==> src/rtl/ssd_keypad_scan.sv <==
// ssd_keypad_scan
//
// Scans a 4x4 matrix keypad and delivers debounced key presses to a CPU-facing
// register interface. One column is driven low at a time, and the column index
// rotates at a software-set rate. The rows are sampled once per column slot.
// A full scan frame is classified as no key, a single key or several keys.
// A small FSM accepts a single key after DB_FRAMES identical frames and releases
// it after DB_FRAMES empty frames. Each accepted key is emitted exactly once.
//
// Parameters:
//   RATE_W     width of the scan-rate divisor
//   DB_FRAMES  consecutive identical frames needed to accept a press or a
//              release (1..15)
//
// Ports:
//   clk        system clock
//   rst_n      asynchronous active-low reset; clears all state while low
//   rate       clock cycles per column slot; 0 freezes the scan
//   row        keypad rows, active-low, asynchronous to clk
//   col        keypad column drive, active-low, exactly one bit low
//   key_code   accepted key, code = 4*row_index + col_index
//   key_valid  key_code holds an undelivered key
//   key_ready  consumer accepts key_code when key_valid is also high
//   overflow   sticky flag, set when a press is dropped
//   ovf_clr    single-cycle clear of overflow

module ssd_keypad_scan #(
  parameter int RATE_W    = 16,
  parameter int DB_FRAMES = 3
) (
  input  logic              clk,
  input  logic              rst_n,
  input  logic [RATE_W-1:0] rate,
  input  logic [3:0]        row,
  output logic [3:0]        col,
  output logic [3:0]        key_code,
  output logic              key_valid,
  input  logic              key_ready,
  output logic              overflow,
  input  logic              ovf_clr
);

  typedef enum logic [1:0] {
    IDLE     = 2'd0,
    DEBOUNCE = 2'd1,
    HELD     = 2'd2
  } db_state_t;

  localparam logic [3:0] DB_LIMIT = 4'(DB_FRAMES);

  logic [3:0]        row_meta;
  logic [3:0]        row_s;
  logic [RATE_W-1:0] div_cnt;
  logic              tick;
  logic [1:0]        col_idx;
  logic [3:0]        mask0;
  logic [3:0]        mask1;
  logic [3:0]        mask2;
  logic              frame_done;
  logic [15:0]       snapshot;
  logic [4:0]        bit_cnt;
  logic [3:0]        single_code;
  logic              snap_none;
  logic              snap_single;

  db_state_t         state;
  db_state_t         state_next;
  logic [3:0]        db_cnt;
  logic [3:0]        db_cnt_next;
  logic [3:0]        cand;
  logic [3:0]        cand_next;
  logic [3:0]        db_inc;
  logic              emit;
  logic [3:0]        emit_code;
  logic              drop;

  // Two-flop synchroniser for the asynchronous row inputs. The reset value
  // is the idle (pulled-up) level, so nothing reads as pressed after reset.
  always_ff @(posedge clk or negedge rst_n) begin
    if (!rst_n) begin
      row_meta <= 4'hF;
      row_s    <= 4'hF;
    end else begin
      row_meta <= row;
      row_s    <= row_meta;
    end
  end

  // The tick fires when the divisor matches rate-1. When rate is lowered
  // below the current count, the counter keeps running and wraps through
  // zero before it can match again. A rate of zero parks the counter.
  assign tick = (rate != '0) && (div_cnt == (rate - RATE_W'(1)));

  always_ff @(posedge clk or negedge rst_n) begin
    if (!rst_n) begin
      div_cnt <= '0;
    end else if (rate == '0) begin
      div_cnt <= '0;
    end else if (tick) begin
      div_cnt <= '0;
    end else begin
      div_cnt <= div_cnt + RATE_W'(1);
    end
  end

  // Column rotation. Sampling happens at the end of the slot, just before
  // the index moves on. By then the synchroniser has had rate-2 cycles to
  // settle on the active column.
  always_ff @(posedge clk or negedge rst_n) begin
    if (!rst_n) begin
      col_idx <= 2'd0;
      mask0   <= 4'h0;
      mask1   <= 4'h0;
      mask2   <= 4'h0;
    end else if (tick) begin
      col_idx <= col_idx + 2'd1;
      case (col_idx)
        2'd0:    mask0 <= ~row_s;
        2'd1:    mask1 <= ~row_s;
        2'd2:    mask2 <= ~row_s;
        default: ;
      endcase
    end
  end

  assign col = ~(4'b0001 << col_idx);

  // A frame ends on the last column's tick. That column's rows are taken
  // live from the synchroniser rather than from a stored mask.
  assign frame_done = tick && (col_idx == 2'd3);

  always_comb begin
    snapshot = '0;
    for (int r = 0; r < 4; r++) begin
      snapshot[4*r + 0] = mask0[r];
      snapshot[4*r + 1] = mask1[r];
      snapshot[4*r + 2] = mask2[r];
      snapshot[4*r + 3] = ~row_s[r];
    end
  end

  // Count the set bits and remember the index of one of them. The index is
  // only meaningful when exactly one bit is set.
  always_comb begin
    bit_cnt     = '0;
    single_code = '0;
    for (int i = 0; i < 16; i++) begin
      if (snapshot[i]) begin
        bit_cnt     = bit_cnt + 5'd1;
        single_code = 4'(i);
      end
    end
  end

  assign snap_none   = (bit_cnt == 5'd0);
  assign snap_single = (bit_cnt == 5'd1);

  // Debounce state register.
  always_ff @(posedge clk or negedge rst_n) begin
    if (!rst_n) begin
      state  <= IDLE;
      db_cnt <= 4'd0;
      cand   <= 4'd0;
    end else begin
      state  <= state_next;
      db_cnt <= db_cnt_next;
      cand   <= cand_next;
    end
  end

  // Debounce next-state logic, evaluated only at frame completion. HELD is
  // always entered with db_cnt cleared, so the release count starts fresh
  // even when DB_FRAMES is 1.
  always_comb begin
    state_next  = state;
    db_cnt_next = db_cnt;
    cand_next   = cand;
    emit        = 1'b0;
    emit_code   = cand;
    db_inc      = db_cnt + 4'd1;
    if (frame_done) begin
      case (state)
        IDLE: begin
          if (snap_single) begin
            cand_next = single_code;
            if (DB_LIMIT <= 4'd1) begin
              emit        = 1'b1;
              emit_code   = single_code;
              state_next  = HELD;
              db_cnt_next = 4'd0;
            end else begin
              state_next  = DEBOUNCE;
              db_cnt_next = 4'd1;
            end
          end
        end
        DEBOUNCE: begin
          if (snap_single && (single_code == cand)) begin
            if (db_inc >= DB_LIMIT) begin
              emit        = 1'b1;
              emit_code   = cand;
              state_next  = HELD;
              db_cnt_next = 4'd0;
            end else begin
              db_cnt_next = db_inc;
            end
          end else if (snap_single) begin
            cand_next   = single_code;
            db_cnt_next = 4'd1;
          end else begin
            state_next  = IDLE;
            db_cnt_next = 4'd0;
          end
        end
        HELD: begin
          if (snap_none) begin
            if (db_inc >= DB_LIMIT) begin
              state_next  = IDLE;
              db_cnt_next = 4'd0;
            end else begin
              db_cnt_next = db_inc;
            end
          end else begin
            db_cnt_next = 4'd0;
          end
        end
        default: begin
          state_next  = IDLE;
          db_cnt_next = 4'd0;
        end
      endcase
    end
  end

  // A key is dropped when it is emitted while an earlier key is still waiting
  // and the consumer is not taking that earlier key in the same cycle.
  assign drop = emit && key_valid && !key_ready;

  // Output holding register. key_code changes only when the slot is empty or
  // is being handed over in this cycle.
  always_ff @(posedge clk or negedge rst_n) begin
    if (!rst_n) begin
      key_code  <= 4'd0;
      key_valid <= 1'b0;
    end else if (emit) begin
      if (!key_valid || key_ready) begin
        key_code  <= emit_code;
        key_valid <= 1'b1;
      end
    end else if (key_valid && key_ready) begin
      key_valid <= 1'b0;
    end
  end

  // Sticky overflow. A drop in the same cycle as a clear still sets the flag,
  // so software never misses a lost key.
  always_ff @(posedge clk or negedge rst_n) begin
    if (!rst_n) begin
      overflow <= 1'b0;
    end else if (drop) begin
      overflow <= 1'b1;
    end else if (ovf_clr) begin
      overflow <= 1'b0;
    end
  end

endmodule

==> config.mk <==
export PLATFORM = sky130hd
export DESIGN_NAME = ssd_keypad_scan
export DESIGN_NICKNAME = d
export VERILOG_FILES = /design/src/rtl/ssd_keypad_scan.sv
export SDC_FILE = /design/constraint.sdc
export NUM_CORES = 1
export LEC_CHECK = 0
export CORE_MARGIN = 5
export CORE_UTILIZATION = 40
export DETAILED_ROUTE_END_ITERATION = 12
export PLACE_DENSITY = 0.56
export SYNTH_ARGS = -nofsm -noshare
export SYNTH_HDL_FRONTEND = slang
export SYNTH_SLANG_ARGS = --single-unit
==> constraint.sdc <==
create_clock -name clk -period 22.1 [get_ports clk]
set_clock_uncertainty 0.1 [all_clocks]
set_input_delay 2.21 -clock clk [delete_from_list [all_inputs] [get_ports clk]]
set_output_delay 2.21 -clock clk [all_outputs]
set_load 0.02 [all_outputs]
# Yosys cells after proc, flatten, opt, wreduce, memory -nomap -nowiden
# Index checks and enable logic that the tools add are counted.
[classes]
shifts = 1
mux = 58
order_cmp = 1
add_sub_neg = 19
eq_ne = 15
n_bitwise = 2
n_reduce_logical = 25
[op_table]
columns = ["operator", "n"]
rows = [
  ["4-bit 2-to-1 mux", 20],
  ["5-bit by 1-bit adder with 5-bit output, second input constant", 15],
  ["5-bit 2-to-1 mux", 15],
  ["16-bit 2-to-1 mux", 2],
  ["16-bit by 1-bit adder with 16-bit output, second input constant", 1],
  ["16-bit equality test", 1],
  ["16-bit zero test", 1],
  ["16-bit nonzero test", 1],
  ["16-bit by 1-bit subtractor with 16-bit output, second input constant", 1],
  ["1-bit 2-to-1 mux", 12],
  ["2-bit 2-to-1 mux", 6],
  ["4-bit case mux with 3 select lines", 1],
  ["2-bit AND reduction", 6],
  ["2-bit != test, second input constant", 4],
  ["4-bit inverter", 2],
  ["4-bit case mux with 2 select lines", 1],
  ["2-bit equality test, second input constant", 3],
  ["1-bit logical AND", 6],
  ["3-bit != test, second input constant", 2],
  ["2-bit case mux with 3 select lines", 1],
  ["6-bit AND reduction", 1],
  ["2-bit nonzero test", 3],
  ["5-bit by 1-bit equality test with 1-bit output, second input constant", 1],
  ["5-bit zero test", 1],
  ["11 further kinds", 14],
]
[word_totals]
regBits = 54
inputBits = 24
out_inout_bits = 10

# Depth between registers and ports, before layout
[logic_depth]
ltp_word = 39
mapped_depth = 51
ltp_nobuf = 50

# Least setup slack after synthesis
# OpenSTA, ideal clock, no wires.
[synth_timing]
path_type = "flip-flop to flip-flop"
from = "register mask1[0]"
to = "register key_code[0]"
period_less_slack_ps = 9432
stages_incl_launch_ff = 49
arrival_time_ps = 9207
slack_ps = 12668
setup_ps = 125
cell_sequence = "dfrtp_1 -> inv_1 -> ha_1 -> xor2_2 -> ha_1 -> nand2b_1 -> nand2_1 -> ha_1 -> nand2b_1 -> o21a_1 -> ha_1 -> mux2_2 -> nand2_1 -> inv_1 -> ha_1 -> nand2_1 -> o21ai_0 -> ha_1 -> [... 13 more ...] -> o21ai_0 -> ha_1 -> nor2_1 -> a21oi_1 -> or2_2 -> ha_1 -> mux2_2 -> ha_1 -> mux2_2 -> ha_1 -> mux2_2 -> ha_1 -> xnor2_1 -> o32ai_1 -> nand3_1 -> a21oi_2 -> o2111a_2 -> mux2_4"
[synth_via]
elab_chain_cells = 35
[synth_rtl]
columns = ["item", "line_no", "rtl"]
rows = [
  ["from (decl)", "57", "logic [3:0] mask1;"],
  ["from (signal assigned)", "119", "2'd1: mask1 <= ~row_s;"],
  ["5-bit 2-to-1 mux", "148", "if (snapshot[i]) begin"],
  ["5-bit by 1-bit adder with 5-bit output", "149", "bit_cnt = bit_cnt + 5'd1;"],
  ["5-bit 2-to-1 mux", "148", ""],
  ["5-bit by 1-bit adder with 5-bit output", "149", ""],
  ["5-bit 2-to-1 mux", "148", ""],
  ["5-bit by 1-bit adder with 5-bit output", "149", ""],
  ["5-bit 2-to-1 mux", "148", ""],
  ["5-bit by 1-bit adder with 5-bit output", "149", ""],
  ["[... 19 more ...]", "--", ""],
  ["5-bit by 1-bit adder with 5-bit output", "149", ""],
  ["5-bit 2-to-1 mux", "148", ""],
  ["5-bit by 1-bit equality test with 1-bit output", "156", "assign snap_single = (bit_cnt == 5'd1);"],
  ["1-bit logical AND (*)", "198", "if (snap_single && (single_code == cand)) begin"],
  ["1-bit 2-to-1 mux (*)", "198", ""],
  ["1-bit 2-to-1 mux (*)", "182", "case (state)"],
  ["1-bit 2-to-1 mux (*)", "181", "if (frame_done) begin"],
  ["2-bit AND reduction (no source line) (*)", "--", ""],
  ["to (signal assigned)", "247", "key_code <= emit_code;"],
  ["to (decl)", "36", "output logic [3:0] key_code,"],
]
# Every way passes the cells marked *; elsewhere a longest branch is shown, timed or not.
# A chain may end at the register's enable or synchronous reset.

# Final worst setup path
# Ends and elaborated chain as after synthesis.

==> results.tsv <==
metric	value	unit
outcome	complete, no violations	
synthTopCellsByArea	dfrtp_1, xnor2_1, ha_1	
required	22.18	ns
power.switching	72.96	uW
fin_nets	630	
tightest_slew	0.6898	ns
clk_path_buf_depth	2	
rsz0062_at_grt	no	
critPathMaxStageDelay	0.38	ns
synth_cell_types	74	
detail-route-antenna-nets	0	
clock_latency	0.30	ns
p_sw_share	27.00	%
use_met2	26.61	%
cpMostUsedCell	ha_1	
synth_edf_count	0	
maxSlewViolCount	0	
dieArea	14100	sq um
crit_arrival	10.36	ns
busiest_layer	met2	
timing_hold_violations_final	0	
synth_top_cell_area_share	24.35	%
hold_class	flop to flop	
slew_headroom	54.01	%
period_share	46.51	%
grt_use_met1	20.56	%
grt_usage	15.34	%
path_clk_slew	0.07	ns
yosysMostFrequentCell	nand2_1	
ios	34	
setup_tns	0	ns
syn2layout_area_growth	13.31	%
design_area	5358	sq um
ys.warnings.count	0	
cts_resized	0	
totalPowerFinal	270.3	uW
grt_use_met3	1.910	%
synth_area_leader_cell	dfrtp_1	
drc	0	
cap_violations	0	
p_comb_share	19.1	%
gr-total-overflow	0	
dieWidth	118.7	um
postCtsSetupBuffers	0	
stdcell_count	727	
power_density	50.44	nW/um^2
port_buffers	33	
drt-initial-drc-count	189	
async_flop_share	100.0	%
intPower	197.3	uW
postSynthCellCount	562	
setup_violations	0	
crit_start	mask1[0]	
cts_tree	built	
ys_ff_latch	54	
core-area	11520	sq um
place_hpwl	8169	um
dp_cells	719	
period_needed	10.28	ns
rr_startpoint	mask1[0]	
crit_type	flop to flop	
row_count	39	
synth_area	4728	sq um
p_leak	2.258	nW
ys.flop_type	dfrtp_1	
drive_gt1_share	8.904	%
hold_slack	0.2554	ns
end_kind	flop	
synth_commonest_cells	nand2_1, nor2_1, dfrtp_1	
ir_drop	0.04572	mV
vias	3883	
syn_nets	609	
grt_pass1_vias	3886	
slowest_stage	dfrtp_1	
cts.sinks	54	
wl_per_cell	14.45	um
clockPowerShare	38.5	%
timing.fmax	97.29	MHz
start_util	41.06	%
drt_first_pass_iters	4	
viasPerCell	5.341	
gp_congestion	0.7999	
cts_made_buffers	5	
antenna_found_initial	0	
hp-start	row_meta[3]	
grt_pass1_wl	18240	um
place_area	5159	sq um
power_frac_seq	42.4	%
cts-root-buf	clkbuf_16	
wl	10510	um
synth_seq_area_share	28.79	%
cp_max_fo	6	
grt_max_degree	55	
avgSynthCellArea	8.413	sq um
cp-start-kind	flop	
die_y	118.7	um
postCtsHoldBufs	0	
antenna-diode-count	0	
htree_num_levels	2	
-- metal layers --
layer	routed length [um]	up-vias
li1	-	2005
met1	5207	1810
met2	4978	58
met3	233	10
met4	86	0
met5	0	-
-- final cells by class --
type,instances,area [sq um]
Timing Repair Buffer,34,332.8
Sequential cell,54,1361
Tap cell,143,178.9
Multi-Input combinational cell,456,3166
Clock inverter,2,60.06
Fill cell,1112,6158
Inverter,32,120.1
Clock buffer,6,138.9
-- critical path: cells and delay by family, from the launching register on --
family | cells | cell delay, ns
multiplexers | 5 | 1.46
flip-flops | 1 | 0.38
AO/OA/AOI/OAI | 12 | 1.96
buffers and inverters | 4 | 0.29
AND/OR/NAND/NOR | 11 | 1.49
XOR/XNOR | 2 | 0.44
adder cells (fa/ha/maj) | 14 | 4.05
-- layout by cell type (no fill, tap or decap), drive strengths merged, types with 3 or more instances in the layout --
master         count
clkbuf             6
or2                5
nand2             70
o211ai             6
o31ai              5
xnor3              6
nand2b             9
nand3b             4
and3               8
clkdlybuf4s50     32
ha                23
dfstp              8
a31o               3
inv               32
nor3              13
nor4b              3
nor4               4
mux2i             10
o311ai             3
xor2              27
a211oi             3
o21ai             42
nor2b              6
and2               6
xnor2             39
a31oi              4
nand3             27
nor2              59
dfrtp             46
a21oi             18
mux2              10
nor3b              3
-- registers in the layout, summed over array words and instances (netlist names), 4 cells and up --
| register | cells |
|---|---|
| row_meta | 4 |
| mask1 | 4 |
| key_code | 4 |
| div_cnt | 16 |
| cand | 4 |
| db_cnt | 4 |
| row_s | 4 |
| mask0 | 4 |
| mask2 | 4 |
-- metrics by stage --
step | worst slack, ns | util (%)
after floorplan | 12.67 | -
after global placement | 12.25 | 44.80
after detailed placement | 11.85 | 44.80
after CTS | 11.83 | 46.52
after global routing | 11.12 | 46.52
final | 11.82 | 46.52
-- power by group through the flow --
stage | Sequential (mW) | Clock, mW | Combinational (mW)
2_1_floorplan | 0.110 | 0 | 0.0415
3_3_place_gp | 0.116 | 0 | 0.0501
3_5_place_dp | 0.116 | 0 | 0.0515
4_1_cts | 0.114 | 0.108 | 0.0519
5_1_grt | 0.116 | 0.112 | 0.0581
6_report | 0.115 | 0.104 | 0.0515
-- final timing paths --
check	to	slack [ns]	depth (start not counted)
min in group asynchronous	div_cnt[7]	1.94	2
max	key_code[0]	11.82	48
max reg2reg	key_code[0]	11.82	48
min	row_s[3]	0.26	0
min reg2reg	row_s[3]	0.26	0
max in group asynchronous	db_cnt[1]	19.50	2
-- cell families (layout without fill, tap and decap cells) --
logic type,Yosys count,in the layout,synth area share [%]
fa+ha+maj,23,23,6.086
buf+inv,52,74,4.261
xor+xnor,74,74,17.23
compound gates,111,111,15.59
flops,54,54,28.79
simple gates,228,228,23.23
mux,20,20,4.816
(Power assumes the default switching activity.)
